--- config.mk ---
export PLATFORM = sky130hd
export DESIGN_NAME = ntt_fifo_reader
export DESIGN_NICKNAME = d
export VERILOG_FILES = /design/src/rtl/ntt_fifo_reader.sv
export SDC_FILE = /design/constraint.sdc
export NUM_CORES = 1
export LEC_CHECK = 0
export CAP_MARGIN = 20
export CORE_ASPECT_RATIO = 0.7
export CORE_MARGIN = 10
export CORE_UTILIZATION = 40
export CTS_BUF_LIST = sky130_fd_sc_hd__clkbuf_4 sky130_fd_sc_hd__clkbuf_8
export CTS_CLUSTER_SIZE = 14
export DETAILED_ROUTE_END_ITERATION = 8
export GPL_TIMING_DRIVEN = 0
export PLACE_DENSITY_LB_ADDON = 0.08
export RECOVER_POWER = 25
export SLEW_MARGIN = 10
export SYNTH_ARGS = -nofsm -noshare
export SYNTH_HDL_FRONTEND = slang
export SYNTH_SLANG_ARGS = --single-unit
--- constraint.sdc ---
create_clock -name clk -period 3.1 [get_ports clk]
set_clock_uncertainty 0.2 [all_clocks]
set_input_delay 0.93 -clock clk [delete_from_list [all_inputs] [get_ports clk]]
set_output_delay 0.93 -clock clk [all_outputs]
set_load 0.05 [all_outputs]
--- src/rtl/ntt_fifo_reader.sv ---
// Drains one NTT polynomial buffer as (coeff[k], coeff[k+N/2]) pairs through a
// two-entry output queue, with one-cycle read latency and credit-based issue.
module ntt_fifo_reader #(
  parameter int ADDR_WIDTH = 10,
  parameter int DATA_WIDTH = 64
) (
  input  logic                  clk,
  input  logic                  rstn,
  input  logic                  enable,
  input  logic                  empty,
  output logic [ADDR_WIDTH-1:0] rd_addrA,
  output logic [ADDR_WIDTH-1:0] rd_addrB,
  input  logic [DATA_WIDTH-1:0] rd_dA,
  input  logic [DATA_WIDTH-1:0] rd_dB,
  output logic                  rd_finish,
  output logic                  out_valid,
  input  logic                  out_ready,
  output logic [DATA_WIDTH-1:0] out_a,
  output logic [DATA_WIDTH-1:0] out_b,
  output logic                  out_last,
  output logic                  busy
);

  localparam int KW = ADDR_WIDTH - 1;

  typedef enum logic [1:0] {IDLE, READ, DRAIN} state_t;

  state_t                state_q, state_d;
  logic [KW-1:0]         k_q, k_d;
  logic                  pend_q, pend_d;
  logic                  pend_last_q, pend_last_d;
  logic                  settle_q, settle_d;
  logic [1:0]            cnt_q, cnt_d;
  logic [DATA_WIDTH-1:0] q0_a_q, q0_a_d, q0_b_q, q0_b_d;
  logic [DATA_WIDTH-1:0] q1_a_q, q1_a_d, q1_b_q, q1_b_d;
  logic                  q0_last_q, q0_last_d, q1_last_q, q1_last_d;

  logic                  pop;
  logic                  push;
  logic                  issue;
  logic [1:0]            occ;

  assign out_valid = (cnt_q != 2'd0);
  assign pop       = out_valid & out_ready;
  assign push      = pend_q;
  // Slots committed after this cycle's pop; a new read may claim one if free.
  assign occ       = cnt_q + {1'b0, pend_q} - {1'b0, pop};

  assign rd_addrA  = {1'b0, k_q};
  assign rd_addrB  = {1'b1, k_q};
  assign out_a     = q0_a_q;
  assign out_b     = q0_b_q;
  assign out_last  = q0_last_q;

  always_ff @(posedge clk or negedge rstn) begin
    if (!rstn) begin
      state_q     <= IDLE;
      k_q         <= '0;
      pend_q      <= 1'b0;
      pend_last_q <= 1'b0;
      settle_q    <= 1'b0;
      cnt_q       <= 2'd0;
      q0_a_q      <= '0;
      q0_b_q      <= '0;
      q0_last_q   <= 1'b0;
      q1_a_q      <= '0;
      q1_b_q      <= '0;
      q1_last_q   <= 1'b0;
    end else begin
      state_q     <= state_d;
      k_q         <= k_d;
      pend_q      <= pend_d;
      pend_last_q <= pend_last_d;
      settle_q    <= settle_d;
      cnt_q       <= cnt_d;
      q0_a_q      <= q0_a_d;
      q0_b_q      <= q0_b_d;
      q0_last_q   <= q0_last_d;
      q1_a_q      <= q1_a_d;
      q1_b_q      <= q1_b_d;
      q1_last_q   <= q1_last_d;
    end
  end

  always_comb begin
    state_d = state_q;
    case (state_q)
      IDLE:    if (enable && !empty && !settle_q) state_d = READ;
      READ:    if (issue && (k_q == {KW{1'b1}})) state_d = DRAIN;
      DRAIN:   if (!pend_q) state_d = IDLE;
      default: state_d = IDLE;
    endcase
  end

  always_comb begin
    rd_finish = (state_q == IDLE);
    busy      = (state_q != IDLE);
    issue     = (state_q == READ) && (occ < 2'd2);
  end

  always_comb begin
    k_d         = issue ? k_q + 1'b1 : k_q;
    pend_d      = issue;
    pend_last_d = issue && (k_q == {KW{1'b1}});
    // Empty is ignored for one IDLE cycle so the sink sees the rd_finish edge.
    settle_d    = (state_q == DRAIN) && !pend_q;
    cnt_d       = cnt_q + {1'b0, push} - {1'b0, pop};
    q0_a_d      = q0_a_q;
    q0_b_d      = q0_b_q;
    q0_last_d   = q0_last_q;
    q1_a_d      = q1_a_q;
    q1_b_d      = q1_b_q;
    q1_last_d   = q1_last_q;
    if (pop) begin
      q0_a_d    = q1_a_q;
      q0_b_d    = q1_b_q;
      q0_last_d = q1_last_q;
    end
    if (push) begin
      if ((cnt_q == 2'd0) || (pop && cnt_q == 2'd1)) begin
        q0_a_d    = rd_dA;
        q0_b_d    = rd_dB;
        q0_last_d = pend_last_q;
      end else begin
        q1_a_d    = rd_dA;
        q1_b_d    = rd_dB;
        q1_last_d = pend_last_q;
      end
    end
  end

endmodule

==> results of run 1 <==
## kinds of logic after synthesis
family	Yosys count
xor gates and xnor gates	8
muxes	260
other	2
AOI/OAI and AO/OA	141
and+or+nand+nor	145
DFF	274
buffers and inverters	73
adders and majority gates	3
## per-layer routing
metal,up-vias,global-route usage (%),wire length (um)
met3,48,5.47,2080
met4,4,4.78,567
li1,3817,-,-
met1,4018,22.8,14400
met2,187,26.6,14800
met5,-,0,26
## metrics by stage
step                std cells  area (um2)  setup slack [ps]  hold slack (ps)  setup TNS [ps]
finish                   1641       15900              99.9              215               0
global route             1639       15900              1.02              253               0
CTS                      1639       15900              21.7              107               0
detailed placement       1561       14900              -395              216          -74440
global placement         1559       14800            -11520              198        -3214540
floorplan                 906       11600               334              193               0
## sequential cells by signal, summed over array words and instances (netlist names), 2 cells and up
register	flops
cnt_q	2
q1_b_q	64
out_a	64
state_q	2
k_q	9
out_b	64
q1_a_q	64
## worst max-delay path by stage
stage                    from     endpoint  cells past startpoint  slack [ps]
global placement         rstn   q1_b_q[42]                      1      -11520
detailed placement  out_ready       k_q[8]                      9        -400
global route           k_q[8]  rd_addrB[8]                      2           1
CTS                    k_q[2]  rd_addrB[2]                      2          20
floorplan           out_ready       k_q[1]                      8         330
finish                 k_q[7]  rd_addrB[7]                      2         100
## power breakdown
| part | switching [mW] | internal, mW | leakage, nW | total [mW] |
|---|---|---|---|---|
| sequential | 1.02 | 5.41 | 3.29 | 6.44 |
| combinational | 6.37 | 4.12 | 3.44 | 10.5 |
| clock | 1.46 | 1.97 | 0.522 | 3.43 |
| total | 8.85 | 11.5 | 7.25 | 20.4 |
## layout by cell type, fill, tap and decap left out, types with 3 or more instances in the layout
cell type and instances:
dfrtp_1 274, clkdlybuf4s50_1 273, nand2_1 131, mux2i_1 129, mux2_2 129, o21ai_0 110
clkbuf_8 62, buf_2 28, o21ai_1 23, clkbuf_1 15, buf_6 14, buf_4 12
clkbuf_4 10, xnor2_1 7, dlygate4sd2_1 5, inv_1 4, and3_1 4, o2111ai_1 4
clkinv_2 4, ha_1 3, dlymetal6s2s_1 3
## worst max-delay path, cell delays in order, from the launching register on
cell	delay, ps
dfrtp_1	410
buf_4	130
clkdlybuf4s50_1	790
## area by class of cell
cell class | instances | area share [%]
Timing Repair Buffer | 284 | 18.1
Clock buffer | 72 | 5.84
Antenna cell | 2 | 0.0315
Inverter | 4 | 0.0945
Buffer | 69 | 2.80
Clock inverter | 6 | 0.362
Tap cell | 371 | 2.92
Sequential cell | 274 | 43.2
Multi-Input combinational cell | 559 | 26.7
==> results_dict.tcl, run 1 <==
set metrics [dict create \
    start_util_pct 41.1 \
    reg2reg_to "k_q[1]" \
    yosysMostFrequentCell "dfrtp_1" \
    required_ps 1970 \
    power_density_mw_per_mm2 1280 \
    synth_mux_area_share_pct 24.0 \
    worst_pin_slew_ps 1740 \
    ant_nets 0 \
    hold_depth 1 \
    first_global_vias 8447 \
    ctsResizeCount 5 \
    h-tree-depth 2 \
    fin_crit_sh_pct 96.8 \
    gp_congestion 0.767 \
    ys_top_cells_by_area "dfrtp_1 59%, mux2_2 13%, mux2i_1 11%" \
    worstHoldStart "settle_q" \
    ys_top_cells_by_count "274 x dfrtp_1, 131 x nand2_1, 129 x mux2_2, 129 x mux2i_1, 110 x o21ai_0" \
    syn_area_mm2 0.0116 \
    fp-row-count 51 \
    die-area_mm2 0.0362 \
    synth_ff_type "dfrtp_1" \
    path_class "reg -> out" \
    grt_first_pass_wirelength_um 49600 \
    async_flop_share_pct 100 \
    vias_per_cell 4.92 \
    yosysSeqAreaShare_pct 59.3 \
    nNetsFinal 1373 \
    run_status "finished, violations left" \
    worstPathArrival_ps 1870 \
    grt_usage_pct 17.2 \
    drt_first_pass_iters 5 \
    wl_per_cell_um 19.4 \
    syn2layout_area_growth_pct 37.5 \
    yosys_warnings 0 \
    dpl.hpwl_um 22600 \
    seq_area_mm2 0.00686 \
    synth-adder-area-share_pct 0.325 \
    synth_edf_count 0 \
    leakagePower_nw 7.25 \
    postSynthCellCount 906 \
    yosys.area.top_type "dfrtp_1" \
    vdd_drop_max_uv 712 \
    clk_latency_ps 560 \
    drt-initial-drc-count 506 \
    critPathCaptureType "primary output" \
    clkSinkCount 274 \
    worstRegToRegCells 8 \
    hold_buffers 0 \
    grt_overflow 0 \
    yosys.area_share.simple_pct 5.15 \
    drc 0 \
    worst_setup_path_start_kind "flip-flop" \
    worstHoldPathType "reg -> reg" \
    ys_ff_latch 274 \
    vias 8074 \
    postLayoutCoreUtil_pct 56.4 \
    yosysUniqueCellTypes 31 \
    finalPower_mw 20.4 \
    port_buffers 282 \
    numCtsBuffers 45 \
    core_mm2 0.0281 \
    min_period_ps 3000 \
    wl_um 31900 \
    hold_viol 0 \
    relSlewSlack_pct -15.8 \
    synth-xor-area-share_pct 0.606 \
    report.final.slew_viol_count 64 \
    violations "max-capacitance violations, max-slew violations" \
    clkTransAtPathRegs_ps 60 \
    cp_max_fo 4 \
    cts_tree "yes" \
    clockBufferDepth 3 \
    rsz0062_at_grt "no" \
    holdPathEnd "state_q[0]" \
    netlist.area_leader.share_pct 59.3 \
    nFillCells 2424 \
    synth_top_family_by_area "multiplexers" \
    fmax_mhz 333 \
    r2r-start "cnt_q[0]" \
    antenna_found_initial 3 \
    drv_cap 1 \
    die_w_um 223 \
    die_h_um 162 \
    r2r_slack_ps 600 \
    cts_setup_buffers 0 \
    synth_compound_area_share_pct 6.53 \
    drive_gt1_share_pct 21.4 \
    multi_input_comb_area_mm2 0.00424 \
    synth_area_per_cell_um2 12.8 \
    grt_max_degree 107 \
    ios 285 \
    synth_fp_nets 1042 \
    finalSetupViolCount 0 \
    cts-root-buf "clkbuf_8" \
]
(Power assumes the default switching activity.)
==> inputs of run 2 (changes only) <==
Settings changed: CORE_MARGIN 10 to 5, GPL_ROUTABILITY_DRIVEN set to 1.
==> run 2 against run 1 <==
Effect of this change: the flow now finishes without violations; clock power down 7.0%; total power down 1.4%; core utilization down 1.3 points; combinational power about the same; hold slack worse by 9.0 ps; largest cell class unchanged.
==> results_dict.tcl, run 2 (synthesis gave the netlist of run 1 again) <==
set metrics [dict create \
    run_status "completed" \
    h-tree-depth 2 \
    hold_ws_ps 206 \
    grt_overflow 0 \
    drv_cap 0 \
    wl_per_cell_um 18.4 \
    critPathBufInv 1 \
    cts-root-buf "clkbuf_8" \
    syn2layout_area_growth_pct 36.9 \
    clkTransAtPathRegs_ps 60 \
    worst_pin_slew_ps 1450 \
    nNetsFinal 1372 \
    start_util_pct 40.3 \
    fmax_mhz 334 \
    hold_viol 0 \
    vdd_drop_max_uv 723 \
    gp_congestion 0.768 \
    report.final.slew_viol_count 0 \
    critPathCaptureType "primary output" \
    vias_per_cell 4.86 \
    grt_first_pass_wirelength_um 47500 \
    fp-row-count 52 \
    cp_max_fo 7 \
    slowest_delay_ps 850 \
    ctsResizeCount 5 \
    relSlewSlack_pct 3.24 \
    die_w_um 213 \
    antenna_found_initial 2 \
    ant_nets 0 \
    first_global_vias 8205 \
    nFillCells 2489 \
    drt_first_pass_iters 6 \
    min_period_ps 3000 \
    worstPathArrival_ps 1870 \
    postPlaceCellArea_mm2 0.0149 \
    final_common_cell "dfrtp_1" \
    power_density_mw_per_mm2 1270 \
    layout_common_cells "274 x dfrtp_1, 271 x clkdlybuf4s50_1, 131 x nand2_1" \
    r2r_slack_ps 650 \
    worstHoldPathType "reg -> reg" \
    die_h_um 152 \
    rsz0062_at_grt "no" \
    vias 7980 \
    wl_um 30200 \
    ios 285 \
    setup_tns_ps 0 \
    hold_buffers 0 \
    drt-initial-drc-count 376 \
    die-area_mm2 0.0324 \
    core_mm2 0.0287 \
    port_buffers 282 \
    drive_gt1_share_pct 21.1 \
    drc 0 \
    clk_latency_ps 550 \
    leakagePower_nw 7.24 \
    finalSetupViolCount 0 \
    numCtsBuffers 44 \
    cts_tree "yes" \
    grt_usage_pct 18.5 \
    clockBufferDepth 3 \
    slowest_stage "clkdlybuf4s50_1" \
    cts_setup_buffers 0 \
    worst_setup_path_start_kind "flip-flop" \
    dpl.hpwl_um 20900 \
    cp_top_family "buffers and inverters" \
    grt_max_degree 100 \
    required_ps 1970 \
    final_area_mm2 0.0158 \
    fin_crit_sh_pct 96.7 \
    clkSinkCount 274 \
    worstPathCellList "clkdlybuf4s50_1" \
    path_class "reg -> out" \
    postLayoutCoreUtil_pct 55.1 \
]
-- run 2: cell type report --
class / count / area, um2 / area share, %
sequential: 274 / 6860 / 43.4
clock buffer: 73 / 892 / 5.64
timing repair buffer: 284 / 2880 / 18.2
inverter: 4 / 15.0 / 0.0949
tap: 378 / 473 / 2.99
buffer: 69 / 444 / 2.81
antenna: 2 / 5.00 / 0.0316
multi-input combinational: 559 / 4250 / 26.9
-- run 2: metrics by stage --
| step | setup slack [ps] | cells | total power [mW] |
|---|---|---|---|
| 6_report | 102 | 1643 | 20.1 |
| 5_1_grt | 4.77 | 1642 | 21.3 |
| 4_1_cts | 1.31 | 1641 | 20.3 |
| 3_5_place_dp | -492 | 1568 | 17.1 |
| 3_3_place_gp | -11460 | 1566 | 16.9 |
| 2_1_floorplan | 334 | 906 | 13.5 |
-- run 2: per-layer routing --
metal,wire length [um],GRT usage (%),up-vias
met5,13,0,-
met4,559,5.24,2
met3,2280,6.26,50
met2,13400,26.5,184
met1,14000,26.8,3926
li1,-,-,3818
-- run 2: final timing paths --
check | end | startpoint | cells past startpoint
min in group asynchronous | k_q[2] | rstn | 1
worst min register to register | state_q[0] | settle_q | 1
worst min-delay path | state_q[0] | settle_q | 1
worst max register to register | k_q[1] | cnt_q[0] | 8
worst max-delay path | rd_addrA[1] | k_q[1] | 1
max in group asynchronous | q1_a_q[0] | rstn | 2
-- run 2: power by group --
| group | switching (mW) | total [mW] | internal (mW) |
|---|---|---|---|
| clock | 1.40 | 3.19 | 1.79 |
| combinational | 6.37 | 10.5 | 4.13 |
| sequential | 0.977 | 6.39 | 5.41 |
| total | 8.74 | 20.1 | 11.3 |
==> variant 1, RTL diff (flow settings as in run 1) <==
`ADDR_WIDTH`: 10 -> 9.
--- a/src/rtl/ntt_fifo_reader.sv
+++ b/src/rtl/ntt_fifo_reader.sv
@@ -1,7 +1,7 @@
 // Drains one NTT polynomial buffer as (coeff[k], coeff[k+N/2]) pairs through a
 // two-entry output queue, with one-cycle read latency and credit-based issue.
 module ntt_fifo_reader #(
-  parameter int ADDR_WIDTH = 10,
+  parameter int ADDR_WIDTH = 9,
   parameter int DATA_WIDTH = 64
 ) (
   input  logic                  clk,
Ports: changed (resized rd_addrA and rd_addrB); port bits go from 285 to 283. The function was not compared with the original's and may differ.
==> variant 1 against run 1 <==
The run still ends with max-capacitance violations, max-slew violations left. Highest routed layer unchanged. Maximum frequency down 0.40%. First-iteration DRC count down 10%. Via count down 0.85%. Total power down 1.1%. Synthesized area down 1.0%. Combinational power about the same. Setup slack worse by 12 ps. Largest power group unchanged. Final area down 1.2%. Sequential cell count down 1. Routed wire length about the same. Global-route usage up 0.13 points.
==> variant 1: results (changes against run 1) <==
reg-to-reg slack, setup=700 ps (+100 ps); worst-margin pin slew=1940 ps (+198 ps); number of global-route vias before repair=8432 (-0.18%); setup repair bufs after CTS=0 (unchanged); CP max-delay cell=clkdlybuf4s50_1; Unique masters post-synth=31 (unchanged); Seq/Total Area, Yosys=0.597 (+0.00398); Iteration-0 DRC Markers=453 (-10%); DP Wirelength=22700 um (+0.21%); largest net degree at the start of global routing=91 (-15%); asr flop ratio synth=1.00 (unchanged); GPL Wtd Cong=0.749 (-2.3%); Min-Delay Path Class=input port to asynchronous set/reset pin; Max Slew Vio Count=85 (+33%); most frequent cells after synthesis=273 x dfrtp_1, 134 x nand2_1, 130 x o21ai_1; fin nets=1368 (-0.36%); vias post-DR=8005 (-0.85%); DP Area=14800 um2 (-0.75%); Pleak=7.16 nW (-1.3%); clk root buf=clkbuf_8; Max VDD drop=0.743 mV (+4.3%); Num CTS Buffers=46 (+2.2%); ratio of cells with drive above 1 in the final layout=0.127 (-0.0863); synth top area cells=dfrtp_1 60%, mux2i_1 11%, mux2_1 11%; first-pass GRT wire length=49800 um (+0.49%); top_reg_cell synth=dfrtp_1; insertion delay to the later sink of the worst-skew pair=550 ps; drt via density=4.88 (-0.73%); CTS H-tree depth=2 (unchanged); Cells after Synth=902 (-0.44%); data arrival time of the worst path=1880 ps; overall routing resource usage=0.173 (+0.00134); top fanout value on the critical path=4 (unchanged); status=finished, violations left; syn_nets=1037 (-0.48%); TritonRoute pass-1 iters=4 (-1); Slowest Stage Delay on Critical Path=790 ps (about the same); placed cells=1556 (-0.32%); Longest Clk Path Bufs=3 (unchanged); failing checks=max-capacitance violations, max-slew violations; Buffers on Ports=280 (-0.71%); WL/cell=19.5 um (+0.11%); initial antenna violation count=6 (+3); max-cap violation count=1 (unchanged)
variant 1: cell count changes in the layout (fill, tap and decap cells not counted), sizes merged, moves of 3 or more:
cell | before | now
o2111ai | 4 | 0
clkdlybuf4s50 | 273 | 270
nand2 | 131 | 134
nand4 | 0 | 3
o21ai | 133 | 130
variant 1: kinds of logic (layout without fill, tap and decap cells):
family                     Yosys count  after routing  share of synthesized area
and+or+nand+nor                    155            155                     0.0573
xor gates and xnor gates             7              7                    0.00536
other                                2              6                   0.000657
DFF                                273            273                      0.597
adders and majority gates            2              2                    0.00219
muxes                              259            259                      0.241
AOI/OAI and AO/OA                  134            134                     0.0592
buffers and inverters               70            432                     0.0370
variant 1: final cells by class:
type                       instances  area [um2]
buffer                            66         408
sequential                       273        6830
timing repair buffer             283        2840
clock buffer                      76         921
multi-input combinational        559        4180
clock inverter                     3        17.5
tap                              371         464
fill                            2442       12300
inverter                           4        15.0
antenna                            4        10.0
variant 1: metal layers:
layer  up-vias  share of wire  GRT usage
met1      3982           0.46      0.230
met3        39          0.073     0.0566
met4         2          0.013     0.0456
li1       3789              -          -
met2       193           0.46      0.268
met5         -        0.00041          0
variant 1: through the flow:
| step | hold WS (ps) | worst slack, ps | TNS [ps] | utilization |
|---|---|---|---|---|
| after floorplan | 252 | 555 | 0 | - |
| after global placement | 272 | -11450 | -3171260 | 0.525 |
| after detailed placement | 280 | -428 | -53210 | 0.528 |
| after CTS | 6.43 | 21.5 | 0 | 0.561 |
| after global routing | 8.46 | 5.73 | 0 | 0.560 |
| final | 22.6 | 87.9 | 0 | 0.560 |
variant 1: timing repair:
item | in CTS | in global routing
setup endpoints to repair | 7 | 2
gates resized for setup | 7 | 2
hold buffers | 0 | 0
variant 1: final timing paths:
| check | from | to | depth (start not counted) |
|---|---|---|---|
| worst max-delay path | k_q[7] | rd_addrB[7] | 2 |
| worst min-delay path | rstn | q1_a_q[56] | 1 |
| worst max register to register | cnt_q[0] | out_b[6] | 7 |
| worst min register to register | q1_a_q[29] | q1_a_q[29] | 1 |
| max in group asynchronous | rstn | out_b[36] | 2 |
| min in group clk | q1_a_q[29] | q1_a_q[29] | 1 |
variant 1: critical path: cells and delay by family (launching register included):
family / cells / cell delay (ps)
flip-flops: 1 / 410
buffers and inverters: 2 / 920
variant 1: where the power goes:
part           switching (mW)  internal [mW]  leakage [nW]
Clock                    1.43           1.86         0.503
Combinational            6.54           3.93          3.38
Sequential              0.997           5.39          3.27
Total                    8.97           11.2          7.16
==> variant 2, RTL diff (flow settings as in run 1) <==
Made on the original files. Encoding of `state_t`: now one-hot (3 bits for 3 states).
--- a/src/rtl/ntt_fifo_reader.sv
+++ b/src/rtl/ntt_fifo_reader.sv
@@ -23,7 +23,7 @@
 
   localparam int KW = ADDR_WIDTH - 1;
 
-  typedef enum logic [1:0] {IDLE, READ, DRAIN} state_t;
+  typedef enum logic [2:0] {IDLE = 3'b001, READ = 3'b010, DRAIN = 3'b100} state_t;
 
   state_t                state_q, state_d;
   logic [KW-1:0]         k_q, k_d;
Function: same outputs for any inputs over 4 cycles, from zero or initial values and one cycle with rstn low; so few cycles prove little.
==> variant 2 against run 1 <==
The flow still finishes with violations (max-capacitance violations, max-slew violations). Clock power decreased by 3%. Combinational power fell by 21%. Setup slack got worse by 21 ps. Highest routed layer unchanged. Final area fell by 0.29%. Routed wire length grew 1.0%. Synthesized cell count rose by 1.4%. Total power shrank 13%. Sequential power down 5.1%. Final cell count is 0.67% higher. Synthesized area about the same. Critical path depth is the same. Sequential cell count up 1.
==> variant 2: results (changes against run 1) <==
# fillers=2366 (-2.4%); met1 usage=0.233 (+0.00533); syn_nets=1055 (+1.2%); clk sinks=275 (+0.36%); Clock Network Area Fraction=0.0592 (-0.00290); TritonRoute pass-1 iters=4 (-1); DR WL met2=14600 um (-1.6%); number of clock-tree buffers in the layout=70 (-2.8%); Max VDD drop=0.616 mV (-13%); max-cap violation count=1 (unchanged); comb_multi_in=574 (+2.7%); GPL Wtd Cong=0.735 (-4.1%); Seq/Total Area, Yosys=0.595 (+0.00182); Max Slew Vio Count=64 (unchanged); most frequent cells after synthesis=274 x dfrtp_1, 135 x nand2_1, 131 x o21ai_1; drt via density=4.92 (about the same); WL/cell=19.5 um (+0.33%); placed cells=1574 (+0.83%); number of global-route vias before repair=8550 (+1.2%); DP Wirelength=23000 um (+1.6%); status=finished, violations left; Pleak=7.70 nW (+6.2%); Num CTS Buffers=44 (-2.2%); fin nets=1385 (+0.87%); failing checks=max-capacitance violations, max-slew violations; worst-margin pin slew=1710 ps (-28.8 ps); Layout area overhead=37.0%; largest net degree at the start of global routing=109 (+1.9%)
## variant 2: kinds of logic after synthesis
| family | share of synthesized area |
|---|---|
| xor+xnor | 0.00606 |
| simple gates | 0.0610 |
| buf+inv | 0.0352 |
| mux | 0.239 |
| flops | 0.595 |
| other cells | 0.000649 |
| fa+ha+maj | 0.00325 |
| compound gates | 0.0594 |
## variant 2: where the power goes
part | internal, mW | switching, mW | total (mW)
Combinational | 3.07 | 5.21 | 8.28
Clock | 1.88 | 1.44 | 3.32
Sequential | 5.22 | 0.891 | 6.11
## variant 2: what timing repair did
action / CTS / global route
buffers inserted: 0 / 0
setup endpoints to repair: 7 / 1
cloned: 0 / 0
resized for setup: 13 / 1
## variant 2: worst paths after layout
check,depth (start not counted),slack [ps],to
setup / recovery,2,80,rd_addrB[7]
hold / removal,1,290,q1_a_q[52]
setup reg to reg,7,770,out_b[30]
hold reg to reg,1,290,q1_a_q[52]
max in group asynchronous,2,780,out_b[25]
min in group asynchronous,1,630,out_a[51]
